--- config.mk ---
export PLATFORM = sky130hd
export DESIGN_NAME = itransform_block
export DESIGN_NICKNAME = d
export VERILOG_FILES = /design/src/rtl/itransform_block.sv
export SDC_FILE = /design/constraint.sdc
export NUM_CORES = 2
export LEC_CHECK = 0
export CORE_ASPECT_RATIO = 0.8
export CORE_MARGIN = 2
export CORE_UTILIZATION = 62
export DETAILED_ROUTE_END_ITERATION = 10
export PLACE_DENSITY = 0.87
export SLEW_MARGIN = 20
export SYNTH_ARGS = -nofsm -noshare
export SYNTH_HDL_FRONTEND = slang
export SYNTH_SLANG_ARGS = --single-unit
--- constraint.sdc ---
create_clock -name clk -period 20.8 [get_ports clk]
set_clock_uncertainty 0.1 [all_clocks]
set_input_delay 4.16 -clock clk [delete_from_list [all_inputs] [get_ports clk]]
set_output_delay 4.16 -clock clk [all_outputs]
set_load 0.1 [all_outputs]
--- src/rtl/itransform_block.sv ---
// 4x4 inverse integer transform with prediction add and 8-bit clipping.
// A vertical pass and then a horizontal pass each take one cycle per column or row. Blocks flagged all-zero bypass the transform and copy the prediction.
module itransform_block #(
  parameter int BLOCK_SIZE = 4,
  parameter int IW         = 16
) (
  input  logic                                 clk,
  input  logic                                 rst_n,
  input  logic                                 start,
  input  logic [IW*BLOCK_SIZE*BLOCK_SIZE-1:0]  in,
  input  logic                                 nz,
  input  logic [8*BLOCK_SIZE*BLOCK_SIZE-1:0]   pred,
  output logic [8*BLOCK_SIZE*BLOCK_SIZE-1:0]   dst,
  output logic                                 busy,
  output logic                                 done
);

  localparam int NPIX = BLOCK_SIZE * BLOCK_SIZE;
  localparam logic signed [17:0] KC1 = 18'sd85627;
  localparam logic signed [17:0] KC2 = 18'sd35468;

  typedef enum logic [2:0] {IDLE, VPASS, HPASS, BYPASS, DONE} state_t;

  state_t                state, state_nxt;
  logic [1:0]            k;
  logic signed [IW-1:0]  in_q   [NPIX];
  logic [7:0]            pred_q [NPIX];
  logic signed [31:0]    tmp    [NPIX];
  logic [7:0]            dst_q  [NPIX];

  logic signed [31:0]    s [4];
  logic signed [31:0]    v [4];
  logic signed [31:0]    dc, a, b, c, d;
  logic [7:0]            rec [4];
  logic                  accept;

  function automatic logic signed [31:0] mul(input logic signed [31:0] x,
                                             input logic signed [17:0] cf);
    return 32'(($signed({{32{x[31]}}, x}) * $signed({{46{cf[17]}}, cf})) >>> 16);
  endfunction

  function automatic logic [7:0] clip8(input logic [7:0] p, input logic signed [31:0] x);
    logic signed [31:0] sh;
    logic signed [32:0] sum;
    sh  = x >>> 3;
    sum = $signed({25'd0, p}) + $signed({sh[31], sh});
    if (sum < 0)
      return 8'd0;
    else if (sum > 33'sd255)
      return 8'd255;
    else
      return sum[7:0];
  endfunction

  assign accept = start && (state == IDLE || state == DONE);

  // Shared butterfly: VPASS walks columns of the coefficients, HPASS walks rows of tmp.
  always_comb begin
    for (int r = 0; r < 4; r++) begin
      if (state == VPASS)
        s[r] = {{(32-IW){in_q[{2'(r), k}][IW-1]}}, in_q[{2'(r), k}]};
      else
        s[r] = tmp[{2'(r), k}];
    end
    dc   = s[0] + ((state == HPASS) ? 32'sd4 : 32'sd0);
    a    = dc + s[2];
    b    = dc - s[2];
    c    = mul(s[1], KC2) - mul(s[3], KC1);
    d    = mul(s[1], KC1) + mul(s[3], KC2);
    v[0] = a + d;
    v[1] = b + c;
    v[2] = b - c;
    v[3] = a - d;
    for (int j = 0; j < 4; j++)
      rec[j] = clip8(pred_q[{k, 2'(j)}], v[j]);
  end

  always_ff @(posedge clk) begin
    if (!rst_n) begin
      state <= IDLE;
      k     <= 2'd0;
      for (int i = 0; i < NPIX; i++) begin
        in_q[i]   <= '0;
        pred_q[i] <= '0;
        tmp[i]    <= '0;
        dst_q[i]  <= '0;
      end
    end else begin
      state <= state_nxt;
      if (accept) begin
        k <= 2'd0;
        for (int i = 0; i < NPIX; i++) begin
          in_q[i]   <= $signed(in[IW*i +: IW]);
          pred_q[i] <= pred[8*i +: 8];
        end
      end else if (state == VPASS || state == HPASS) begin
        k <= k + 2'd1;
      end
      if (state == VPASS)
        for (int j = 0; j < 4; j++)
          tmp[{k, 2'(j)}] <= v[j];
      if (state == HPASS)
        for (int j = 0; j < 4; j++)
          dst_q[{k, 2'(j)}] <= rec[j];
      if (state == BYPASS)
        for (int i = 0; i < NPIX; i++)
          dst_q[i] <= pred_q[i];
    end
  end

  always_comb begin
    state_nxt = state;
    case (state)
      IDLE, DONE: begin
        if (start)
          state_nxt = nz ? VPASS : BYPASS;
        else
          state_nxt = IDLE;
      end
      VPASS:   state_nxt = (k == 2'd3) ? HPASS : VPASS;
      HPASS:   state_nxt = (k == 2'd3) ? DONE : HPASS;
      BYPASS:  state_nxt = DONE;
      default: state_nxt = IDLE;
    endcase
  end

  always_comb begin
    busy = (state != IDLE);
    done = (state == DONE);
    dst  = '0;
    for (int i = 0; i < NPIX; i++)
      dst[8*i +: 8] = dst_q[i];
  end

endmodule
==> out/qor.txt <==
====================================================================================
Total Negative Setup Slacks ...........................................         0 ns
Boundary Pins .........................................................          518
Actual transition at the worst max-transition pin .....................      1.23 ns
Largest cells by area after synthesis ................................. sky130_fd_sc_hd__edfxtp_1, sky130_fd_sc_hd__fa_1, sky130_fd_sc_hd__ha_1, sky130_fd_sc_hd__inv_1, sky130_fd_sc_hd__mux4_2
Core Region ...........................................................   148000 µm²
Req. time, crit path ..................................................     21.17 ns
Commonest cells after routing, fill and taps aside .................... sky130_fd_sc_hd__inv_1, sky130_fd_sc_hd__edfxtp_1, sky130_fd_sc_hd__ha_1, sky130_fd_sc_hd__nor2_1, sky130_fd_sc_hd__fa_1
Initial Utilization ...................................................        62.6%
Synthesized netlist net count .........................................        10800
Number of buffers added for setup after CTS ...........................            0
Area share of the largest cell type after synthesis ...................        32.9%
Critical path's largest stage delay ...................................      0.97 ns
DR vias/cell ..........................................................         6.28
Critical path depth in cells ..........................................           54
Remaining max-slew budget at the tightest pin .........................        15.6%
Highest Signal Layer ..................................................         met5
Total wire length .....................................................    296000 µm
Number of CTS-inserted buffers ........................................          104
Die W .................................................................       436 µm
Most instantiated flip-flop cell in the synthesis netlist ............. sky130_fd_sc_hd__edfxtp_1
Unrepaired setup endpoints after global routing .......................        false
Post-synthesis register bit count .....................................         1023
Slowest library cell on the worst path ................................ sky130_fd_sc_hd__a2111oi_0
Count of port buffers added during placement ..........................          517
Startpoint kind of the worst setup timing path ........................     register
Mux share of post-synthesis cell area .................................        5.69%
Hold path depth .......................................................            2
Area of the die .......................................................   153000 µm²
Kind of cell with the highest combined delay on the critical path ..... simple AND/OR/NAND/NOR gates
Post-route met1 wirelength ............................................    112000 µm
Count of nets left with antenna violations after detail routing .......            0
Worst path arrival time ...............................................     17.58 ns
Count of warnings emitted by yosys ....................................            0
Compound-cell area share of the yosys netlist .........................        8.97%
Result of the run .....................................................    completed
Detailed route wirelength on metal2 ...................................    132000 µm
Nets ..................................................................        11300
Cell chosen for the clock root ........................................ sky130_fd_sc_hd__clkbuf_16
Clock transition at path regs .........................................      0.07 ns
Post-synthesis area per instance ......................................     10.7 µm²
Worst min path class ..................................................   reg -> reg
Final clock period utilization by the worst path ......................        82.7%
Number of sinks driven by the clock tree ..............................         1023
Length of the first detailed-routing pass in iterations ...............            9
Total global routing overflow .........................................            0
Crit Path Class .......................................................   reg -> reg
Fill cell total of the finished layout ................................        10300
Cell taking the most area after synthesis ............................. sky130_fd_sc_hd__edfxtp_1
Xor and xnor area share after synthesis ...............................        3.90%
Fraction of synthesis flops using an asynchronous set or reset pin ....           0%
Startpoint of the worst hold path ..................................... pred_q[4][7]
Post-Synth Adder-Cell Area ............................................        29.4%
WP buf/inv ............................................................            5
Max Cap Violations ....................................................            0
Netlist cell types ....................................................          122
Most frequent cell on the critical path ............................... sky130_fd_sc_hd__ha_1
Area of the mapped netlist ............................................    92700 µm²
Share of synthesized cell area in and, or, nand and nor gates .........        12.4%
Layout-stage area growth over the synthesis result ....................        12.0%
Upper clock frequency limit ...........................................   0.0581 GHz
Weighted congestion at the end of routability-driven global placement .         1.03
Clock insertion delay at the later pin of the skew report .............      0.75 ns
DR vias ...............................................................        70700
Endpoints failing setup ...............................................            0
H-tree depth ..........................................................            3
Most common cell after layout, fill and taps aside .................... sky130_fd_sc_hd__inv_1
Iteration-0 DRC count of the detailed router ..........................         9408
Number of cells on the worst reg-to-reg path ..........................           54
Largest fanout on the critical path ...................................           84
Post-route minimum period .............................................     17.20 ns
Antenna violations before repair ......................................           25
Number of endpoints with negative hold slack in the final report ......            0
Crit path capture type ................................................     register
Number of enable flip-flop cells after synthesis ......................         1016
TritonCTS clock tree ..................................................          yes
Worst-case clock buffer depth .........................................            3
Via count of the first global-routing pass ............................        71800
First-pass GRT wire length ............................................    438000 µm
Largest net degree at the start of global routing .....................          176
Fraction of layout cells with a size suffix above 1 ...................        6.98%
Sequential-to-total area share from yosys stat ........................        33.1%
Hold_buf cts ..........................................................            0
Half-perimeter wire length of the detailed placement result ...........    234000 µm
Met3 Wirelength .......................................................     37900 µm
Number of DRC violations after detailed routing .......................            0
Die extent in y .......................................................       350 µm
Placement row count ...................................................          126
Post-CTS resize count .................................................            0
All-Layer GR Usage ....................................................        38.5%
Routed length per instance ............................................      26.3 µm
Combinational family with the most area after synthesis ...............  adder cells
Post-Synthesis Cells ..................................................         8693
Max Transition Viols Final ............................................            0
====================================================================================
-- state kept, by name, summed over array words and instances, names as in the netlist, named ones only --
signal and cells:
in_q 256, state 3, dst_q 128, pred_q 128, k 2, tmp 504
-- cell type report --
| cell class | instances | area [µm²] | share of cell area (%) |
|---|---|---|---|
| diodes | 20 | 50.0 | 0.0482 |
| clock buffers | 131 | 2730 | 2.62 |
| multi-input cells | 6076 | 56200 | 54.1 |
| well taps | 1984 | 2480 | 2.39 |
| inverters | 1313 | 4930 | 4.75 |
| flip-flops and latches | 1023 | 30700 | 29.5 |
| clock inverters | 62 | 513 | 0.494 |
| repair buffers | 649 | 6280 | 6.05 |
-- tightest hold or removal path, stage by stage (launching register included) --
cell,delay (ns)
sky130_fd_sc_hd__edfxtp_1,0.35
sky130_fd_sc_hd__nand2_1,0.05
sky130_fd_sc_hd__o21ai_1,0.06
-- routing by layer --
layer,GRT usage (%),vias up
met2,59.7,4534
met3,9.40,796
li1,-,30600
met4,16.0,10
met1,52.1,34800
met5,0,-
-- cells by family after synthesis --
kind of cell | after synthesis
DFF | 1023
buffers and inverters | 1594
adders and majority gates | 1736
xor gates and xnor gates | 402
and+or+nand+nor | 2382
muxes | 297
AOI/OAI and AO/OA | 1259
-- per-stage QoR --
stage          cells  utilization (%)  worst slack [ns]  hold WS [ns]  area [µm²]
2_1_floorplan   8693                -              6.20         0.411       92700
3_3_place_gp   11000             67.9              4.30         0.433      100000
3_5_place_dp   11000             67.9              4.15         0.450      101000
4_1_cts        11200             70.1              4.10         0.466      104000
5_1_grt        11300             70.1              3.31         0.494      104000
6_report       11300             70.1              3.60         0.473      104000
-- cell usage after synthesis, types with 61 or more instances --
cell and instances:
sky130_fd_sc_hd__fa_1 733, sky130_fd_sc_hd__nand2_1 426, sky130_fd_sc_hd__inv_1 1304, sky130_fd_sc_hd__nand2b_1 64
sky130_fd_sc_hd__mux4_2 179, sky130_fd_sc_hd__nand3_1 94, sky130_fd_sc_hd__ha_1 1003, sky130_fd_sc_hd__and2_1 450
sky130_fd_sc_hd__nor3_1 95, sky130_fd_sc_hd__nor2_1 933, sky130_fd_sc_hd__xor2_1 118, sky130_fd_sc_hd__edfxtp_1 1016
sky130_fd_sc_hd__mux2i_1 68, sky130_fd_sc_hd__nor2b_1 69, sky130_fd_sc_hd__clkbuf_1 205, sky130_fd_sc_hd__xnor2_1 276
sky130_fd_sc_hd__a21o_1 108, sky130_fd_sc_hd__a21oi_1 362, sky130_fd_sc_hd__o21a_1 61, sky130_fd_sc_hd__o21ai_0 223
sky130_fd_sc_hd__o21ai_1 68
-- worst paths after layout --
path                            slack (ns)            to
worst min register to register        0.47   dst_q[1][7]
worst min-delay path                  0.47   dst_q[1][7]
worst max register to register        3.60  dst_q[2][23]
worst max-delay path                  3.60  dst_q[2][23]
Power is left out: the tool's default activity adds up to more than one toggle a clock period on the data nets, which glitch-free logic cannot reach.
